## src/rtl/donkey_key_decoder.sv

```systemverilog
// -----------------------------------------------------------------------------
// donkey_key_decoder
//
// Input stage of donkey_movement. This block decodes PS/2 scan-code set-2
// bytes into held-key levels and a sticky start_game flag. It tracks the E0
// (extended) and F0 (break) prefixes. A prefix that waits too long for its
// follow-up byte is discarded. All outputs are registered.
//
// Parameters
//   TIMEOUT_CYCLES  maximum number of clk cycles from a prefix byte to its
//                   follow-up byte before the prefix is discarded
//   CNT_W           width of the timeout counter (2**CNT_W > TIMEOUT_CYCLES)
//
// Ports
//   clk         in   system clock
//   rst         in   synchronous reset, active-low
//   key_data    in   [7:0] scan-code byte
//   key_valid   in   1-cycle strobe qualifying key_data
//   game_over   in   level; while high, clears all outputs and drops bytes
//   left        out  Left arrow held  (E0 6B)
//   right       out  Right arrow held (E0 74)
//   up          out  Up arrow held    (E0 75)
//   down        out  Down arrow held  (E0 72)
//   jump        out  Space held       (29)
//   start_game  out  sticky, set by an Enter make (5A)
// -----------------------------------------------------------------------------
module donkey_key_decoder #(
    parameter int TIMEOUT_CYCLES = 2_000_000,
    parameter int CNT_W          = 21
) (
    input  logic       clk,
    input  logic       rst,
    input  logic [7:0] key_data,
    input  logic       key_valid,
    input  logic       game_over,
    output logic       left,
    output logic       right,
    output logic       up,
    output logic       down,
    output logic       jump,
    output logic       start_game
);

    localparam logic [7:0] CODE_EXT   = 8'hE0;
    localparam logic [7:0] CODE_BRK   = 8'hF0;
    localparam logic [7:0] CODE_LEFT  = 8'h6B;
    localparam logic [7:0] CODE_RIGHT = 8'h74;
    localparam logic [7:0] CODE_UP    = 8'h75;
    localparam logic [7:0] CODE_DOWN  = 8'h72;
    localparam logic [7:0] CODE_SPACE = 8'h29;
    localparam logic [7:0] CODE_ENTER = 8'h5A;

    localparam logic [CNT_W-1:0] TIMEOUT_LAST = CNT_W'(TIMEOUT_CYCLES - 1);

    typedef enum logic [1:0] {
        ST_IDLE,
        ST_EXT,
        ST_BRK,
        ST_EXT_BRK
    } state_t;

    state_t           state;
    state_t           state_next;
    logic [CNT_W-1:0] timeout_cnt;
    logic             left_next;
    logic             right_next;
    logic             up_next;
    logic             down_next;
    logic             jump_next;
    logic             start_next;

    // Next-state and next-output decode.
    always_comb begin
        // NOTE: every output of this block gets a default first, so no path
        // leaves a variable unassigned and no latch is inferred.
        state_next = state;
        left_next  = left;
        right_next = right;
        up_next    = up;
        down_next  = down;
        jump_next  = jump;
        start_next = start_game;

        if (game_over) begin
            // game_over wins over any byte arriving on the same cycle.
            state_next = ST_IDLE;
            left_next  = 1'b0;
            right_next = 1'b0;
            up_next    = 1'b0;
            down_next  = 1'b0;
            jump_next  = 1'b0;
            start_next = 1'b0;
        end else if (key_valid) begin
            unique case (state)
                ST_IDLE: begin
                    case (key_data)
                        CODE_EXT:   state_next = ST_EXT;
                        CODE_BRK:   state_next = ST_BRK;
                        CODE_SPACE: jump_next  = 1'b1;
                        CODE_ENTER: start_next = 1'b1;
                        default:    ;  // repeats, BAT, ack, pause prefix
                    endcase
                end
                ST_EXT: begin
                    state_next = ST_IDLE;
                    case (key_data)
                        CODE_BRK:   state_next = ST_EXT_BRK;
                        CODE_EXT:   state_next = ST_EXT;
                        CODE_LEFT:  left_next  = 1'b1;
                        CODE_RIGHT: right_next = 1'b1;
                        CODE_UP:    up_next    = 1'b1;
                        CODE_DOWN:  down_next  = 1'b1;
                        default:    ;
                    endcase
                end
                ST_BRK: begin
                    // An Enter release lands in the default arm, so
                    // start_game stays sticky.
                    state_next = ST_IDLE;
                    case (key_data)
                        CODE_SPACE: jump_next  = 1'b0;
                        CODE_EXT:   state_next = ST_EXT;
                        CODE_BRK:   state_next = ST_BRK;
                        default:    ;
                    endcase
                end
                ST_EXT_BRK: begin
                    state_next = ST_IDLE;
                    case (key_data)
                        CODE_LEFT:  left_next  = 1'b0;
                        CODE_RIGHT: right_next = 1'b0;
                        CODE_UP:    up_next    = 1'b0;
                        CODE_DOWN:  down_next  = 1'b0;
                        CODE_EXT:   state_next = ST_EXT;
                        CODE_BRK:   state_next = ST_BRK;
                        default:    ;
                    endcase
                end
                default: state_next = ST_IDLE;
            endcase
        end else if (state != ST_IDLE && timeout_cnt == TIMEOUT_LAST) begin
            // A stale prefix is dropped without touching any level.
            state_next = ST_IDLE;
        end
    end

    // State, output and timeout registers.
    always_ff @(posedge clk) begin
        // NOTE: sequential state uses non-blocking assignments, so every
        // register samples values from before the edge, whatever the
        // statement order.
        if (!rst) begin
            state       <= ST_IDLE;
            timeout_cnt <= '0;
            left        <= 1'b0;
            right       <= 1'b0;
            up          <= 1'b0;
            down        <= 1'b0;
            jump        <= 1'b0;
            start_game  <= 1'b0;
        end else begin
            state      <= state_next;
            left       <= left_next;
            right      <= right_next;
            up         <= up_next;
            down       <= down_next;
            jump       <= jump_next;
            start_game <= start_next;

            // The counter restarts on every byte, so entering a prefix state
            // always starts the count at zero. It saturates at the timeout
            // value and does not wrap.
            if (game_over || key_valid || state == ST_IDLE) begin
                timeout_cnt <= '0;
            end else if (timeout_cnt != TIMEOUT_LAST) begin
                timeout_cnt <= timeout_cnt + CNT_W'(1);
            end
        end
    end

endmodule
```

## config.mk

```make
export PLATFORM = sky130hd
export DESIGN_NAME = donkey_key_decoder
export DESIGN_NICKNAME = d
export VERILOG_FILES = /design/src/rtl/donkey_key_decoder.sv
export SDC_FILE = /design/constraint.sdc
export NUM_CORES = 1
export LEC_CHECK = 0
export CAP_MARGIN = 30
export CORE_MARGIN = 3
export CORE_UTILIZATION = 50
export DETAILED_ROUTE_END_ITERATION = 8
export PLACE_DENSITY = 0.73
export RECOVER_POWER = 100
export SETUP_SLACK_MARGIN = 0.15
export SYNTH_ARGS = -nofsm -noshare
export SYNTH_HDL_FRONTEND = slang
export SYNTH_SLANG_ARGS = --single-unit
```

## constraint.sdc

```tcl
create_clock -name clk -period 2 [get_ports clk]
set_input_delay 0.3 -clock clk [delete_from_list [all_inputs] [get_ports clk]]
set_output_delay 0.3 -clock clk [all_outputs]
set_load 0.01 [all_outputs]
```

== Word level (Yosys, flattened, before mapping) ==
Cells that the tools add are included.
Storage, ports and cells
  bits in registers: 29
  output and inout bits: 6
  logic and storage cells: 73
Cells by class
  $add $sub $neg: 1
  equal/unequal tests: 24
  mux-type cells: 21
  bitwise logic cells: 1
  reduce and logical (&&, ||, !) cells: 18
Operators by type and width (count)
  8-bit by 7-bit == test with 1-bit output, second input constant: 5
  21-bit by 1-bit adder with 21-bit output, second input constant: 1
  21-bit == test, second input constant: 1
  21-bit inequality test, second input constant: 1
  4-bit AND reduction: 5
  8-bit == test, second input constant: 2
  2-bit inequality test, second input constant: 6
  2-bit one-hot mux with 2 select lines: 3
  1-bit 2-to-1 mux: 10
  1-bit one-hot mux with 2 select lines: 5
  8-bit by 6-bit == test with 1-bit output, second input constant: 1
  2-bit by 1-bit inequality test with 1-bit output, second input constant: 4
  2-bit nonzero test: 4
  2-bit one-hot mux with 3 select lines: 1
  2-bit OR reduction: 3
  2-bit == test, second input constant: 2
  2-bit 2-to-1 mux: 2
  4-bit by 2-bit inequality test with 1-bit output, second input constant: 1
  3-bit AND reduction: 1
  2-bit by 1-bit == test with 1-bit output, second input constant: 1
  2-bit logical NOT: 1
  1-bit logical OR: 2
  2-bit AND reduction: 1
  1-bit logical AND: 1
  1-bit inverter: 1

== Logic depth before layout (Yosys ltp) ==
Gate-level depths: netlist (run 1).
  depth in word-level cells: 4
  gate-level depth with buffers: 6

== Worst setup path before layout (run 1) ==
OpenSTA, ideal clock, no wires.
  kind: register -> register
  start: register timeout_cnt[0]
  end: register state[0]
  library setup time: 0.116 ns
  arrival: 1.398 ns
  setup slack: 0.486 ns
  cell stages (with the launch flop): 7
  buffers on the path: 1
  cell sequence: dfxtp_1 ha_1 and3_1 clkbuf_1 and2_1 nand2_1 a31o_1
On the way
  word-level cells in the longest chain between the ends: 4
RTL lines
  start, declared: line 64  | logic [CNT_W-1:0] timeout_cnt;
  start signal, assigned: line 176  | timeout_cnt <= timeout_cnt + CNT_W'(1);
  21-bit == test: line 141  | end else if (state != ST_IDLE && timeout_cnt == TIMEOUT_LAST) begin
  1-bit logical AND: line 141
  2-bit nonzero test (no line)
  2-bit AND reduction (no line)
  end signal, assigned: line 162  | state <= state_next;
  end, declared: line 62  | state_t state;
Every way passes these cells.
A chain may end at the register's enable or synchronous reset.

== Final worst setup path (run 1) ==
  start: register timeout_cnt[0]
  end: register timeout_cnt[16]
On the way
  word-level cells in the longest chain between the ends: 1
RTL lines (line)
  21-bit by 1-bit adder with 21-bit output / 21-bit inequality test (equally long branches): 176, 175
Parallel ways exist; a longest one is shown, timed or not.

==> results of run 1 <==
layout make-up:
cell class              count  area [um2]
multi-input cells         131         865
clock inverters             2        10.0
repair buffers             20         193
clock buffers               6        41.3
inverters                   7        26.3
fillers                   263        1070
flip-flops and latches     29         581
well taps                  31        38.8
kinds of logic (layout without fill, tap and decap cells):
family | count (synthesis) | in the layout
xor+xnor | 8 | 8
mux | 8 | 8
fa+ha+maj | 1 | 1
simple gates | 90 | 90
buf+inv | 12 | 35
flops | 29 | 29
compound gates | 24 | 24
path summary, 6_finish.rpt:
path	slack (ns)	startpoint	cells past startpoint	end
worst max register to register	0.26	timeout_cnt[0]	5	timeout_cnt[16]
worst min-delay path	0.49	start_game	2	start_game
worst max-delay path	0.26	timeout_cnt[0]	5	timeout_cnt[16]
worst min register to register	0.49	start_game	2	start_game
power by group through the flow:
stage	clock network, mW	logic, mW	registers, mW
floorplan	0	0.0154	0.590
global placement	0	0.0484	0.591
detailed placement	0	0.0497	0.591
CTS	0.345	0.0498	0.577
global route	0.379	0.0530	0.577
finish	0.340	0.0489	0.577
metrics by stage:
stage	instances	total power, mW	cell area, um2
4_1_cts	226	0.972	1780
6_report	226	0.965	1750
3_3_place_gp	218	0.639	1720
5_1_grt	226	1.01	1750
2_1_floorplan	172	0.606	1520
3_5_place_dp	218	0.640	1720
flip-flops by register name, summed over array words and instances, names as in the netlist:
name         count
start_game       1
state            2
right            1
left             1
jump             1
up               1
down             1
timeout_cnt     21
critical path, stage by stage (launching register included):
cell and delay, ns:
dfxtp_1 0.41, ha_1 0.24, nand4_1 0.23, nor4_2 0.48
nand2_1 0.13, mux2i_1 0.14
per-layer routing:
layer	wire length [um]	vias to the layer above	share of wire	track usage
met5	0	-	0	0
met4	61	0	0.018	0.0960
met3	162	7	0.047	0.0545
met2	1570	25	0.45	0.302
met1	1680	642	0.48	0.289
li1	-	691	-	-
placed cells by master (no fill, tap or decap), types with 2 or more instances in the layout:
master           Yosys  layout
clkinv_2             0       2
mux2i_1              8       8
inv_1                7       7
a311oi_1             2       2
a21oi_1              2       2
dfxtp_1             29      29
o21ai_0              3       3
and4b_1              2       2
o211ai_1             2       2
nand3_1              6       6
dlygate4sd3_1        0       8
nand2_1             17      17
and3_1               3       3
clkbuf_4             0       5
nor4_1               8       8
buf_4                0       3
nand4b_1             3       3
clkdlybuf4s50_1      0       9
nand4_1              6       6
nor4_2               0       2
nand2b_1             2       2
xnor2_1              7       7
a211oi_1             3       3
nor2_1              18      18
nor3_1               6       6
a31oi_1              5       5
or3_1                5       5
==> flow_summary.json, run 1 <==
{
  "status": "finished, final reports clean",
  "wl_mm": 3.47,
  "ir_drop_mv": 0.395,
  "area_growth_pct": 15.4,
  "p_comb_frac": 0.051,
  "gr-total-overflow": 0,
  "hold_viol_final": 0,
  "synthFlopType": "dfxtp_1",
  "power.net_switching_uw": 229,
  "worst_slew_pin_slew_ns": 0.791,
  "drcViolationCount": 0,
  "rsz0062_at_grt": "no",
  "cts_buffer_depth": 2,
  "antenna_found_initial": 0,
  "path_max_fanout": 6,
  "start_util": 0.537,
  "pin_count": 18,
  "core-area_mm2": 0.00283,
  "nets": 207,
  "drtIter0Drc": 99,
  "yosysTopAreaCellShare": 0.382,
  "pre_cts_ws_ns": 0.0934,
  "pwr-share-clk": 0.352,
  "grt_max_degree": 15,
  "syn_avg_cell_area_um2": 8.84,
  "internal_power_uw": 737,
  "postCtsSetupBuffers": 0,
  "die_y_um": 61.1,
  "synth_top_family_by_area": "simple AND/OR/NAND/NOR gates",
  "fin_setup_tns_ns": 0,
  "arrival_ns": 1.97,
  "seqPwrFrac": 0.598,
  "cts_sinks": 29,
  "critPathRequiredTime_ns": 2.23,
  "worst-setup-path-type": "reg -> reg",
  "cts_buffers": 5,
  "dp_hpwl_mm": 2.67,
  "viasPerCell": 6.04,
  "gp_congestion": 0.838,
  "ys_types": 44,
  "p_sw_frac": 0.237,
  "rows": 19,
  "crit_path_end_kind": "flop",
  "async_reset_ff_frac": 0,
  "cts-htree-levels": 2,
  "grt_pass1_wl_mm": 5.78,
  "start_kind": "flop",
  "drtPass1Iterations": 5,
  "diodes": 0,
  "slew_violations": 0,
  "root_buffer": "clkbuf_4",
  "max_freq_mhz": 575,
  "synthAdderAreaFrac": 0.00823,
  "synth-seq-area-share": 0.382,
  "cts_tree": "built",
  "max_slew_margin": 0.473,
  "finalSetupViolations": 0,
  "yosysTopAreaCell": "dfxtp_1",
  "hold_path_class": "reg -> reg",
  "cap_violations": 0,
  "ant_nets": 0,
  "vias": 1365,
  "power_density_mw_per_mm2": 550,
  "hold_slack_ns": 0.493,
  "synth-simple-area-share": 0.365,
  "syn-cell-area_mm2": 0.00152,
  "finalCriticalPeriod_ns": 1.74,
  "finalCritPeriodShare": 0.870,
  "ys_seq_elements": 29,
  "fin_skew_ns": 0.0110,
  "synthCells": 172,
  "io_buffers": 17,
  "drive_gt1_frac": 0.0769,
  "synth-compound-area-share": 0.110,
  "postSynthNetCount": 185,
  "clk_pin_slew_worst_paths_ns": 0.09,
  "setup_ws_ns": 0.260,
  "yosysWarnings": 0,
  "die_area_mm2": 0.00374,
  "fp.dieW_um": 61.1,
  "synthXorXnorAreaFrac": 0.0461,
  "p_leak_nw": 0.571,
  "synth-edff-count": 0,
  "yosys-top-cells-area": "dfxtp_1 38%, mux2i_1 5.3%, nor2_1 4.4%, nand2_1 4.2%, nor4_4 4.2%",
  "synthTopCellsByCount": "29 x dfxtp_1, 18 x nor2_1, 17 x nand2_1",
  "clock_latency_ns": 0.34,
  "muxShareOfSynthArea": 0.0527,
  "fin_util": 0.620,
  "post_drt_wl_per_cell_um": 15.4,
  "grt_pass1_vias": 1282,
  "track_usage": 0.209,
  "ctsHoldBuffers": 0,
  "ctsResizeCount": 0,
  "synth_most_common_cell": "dfxtp_1"
}
No activity file was read; power rests on OpenSTA's default activity.
==> run 2, diff against run 1 <==
Settings changed: ABC_CLOCK_PERIOD_IN_PS set to 2000.
==> results of run 2 <==
Final layout, timing and power as in run 1 (identical DEF).
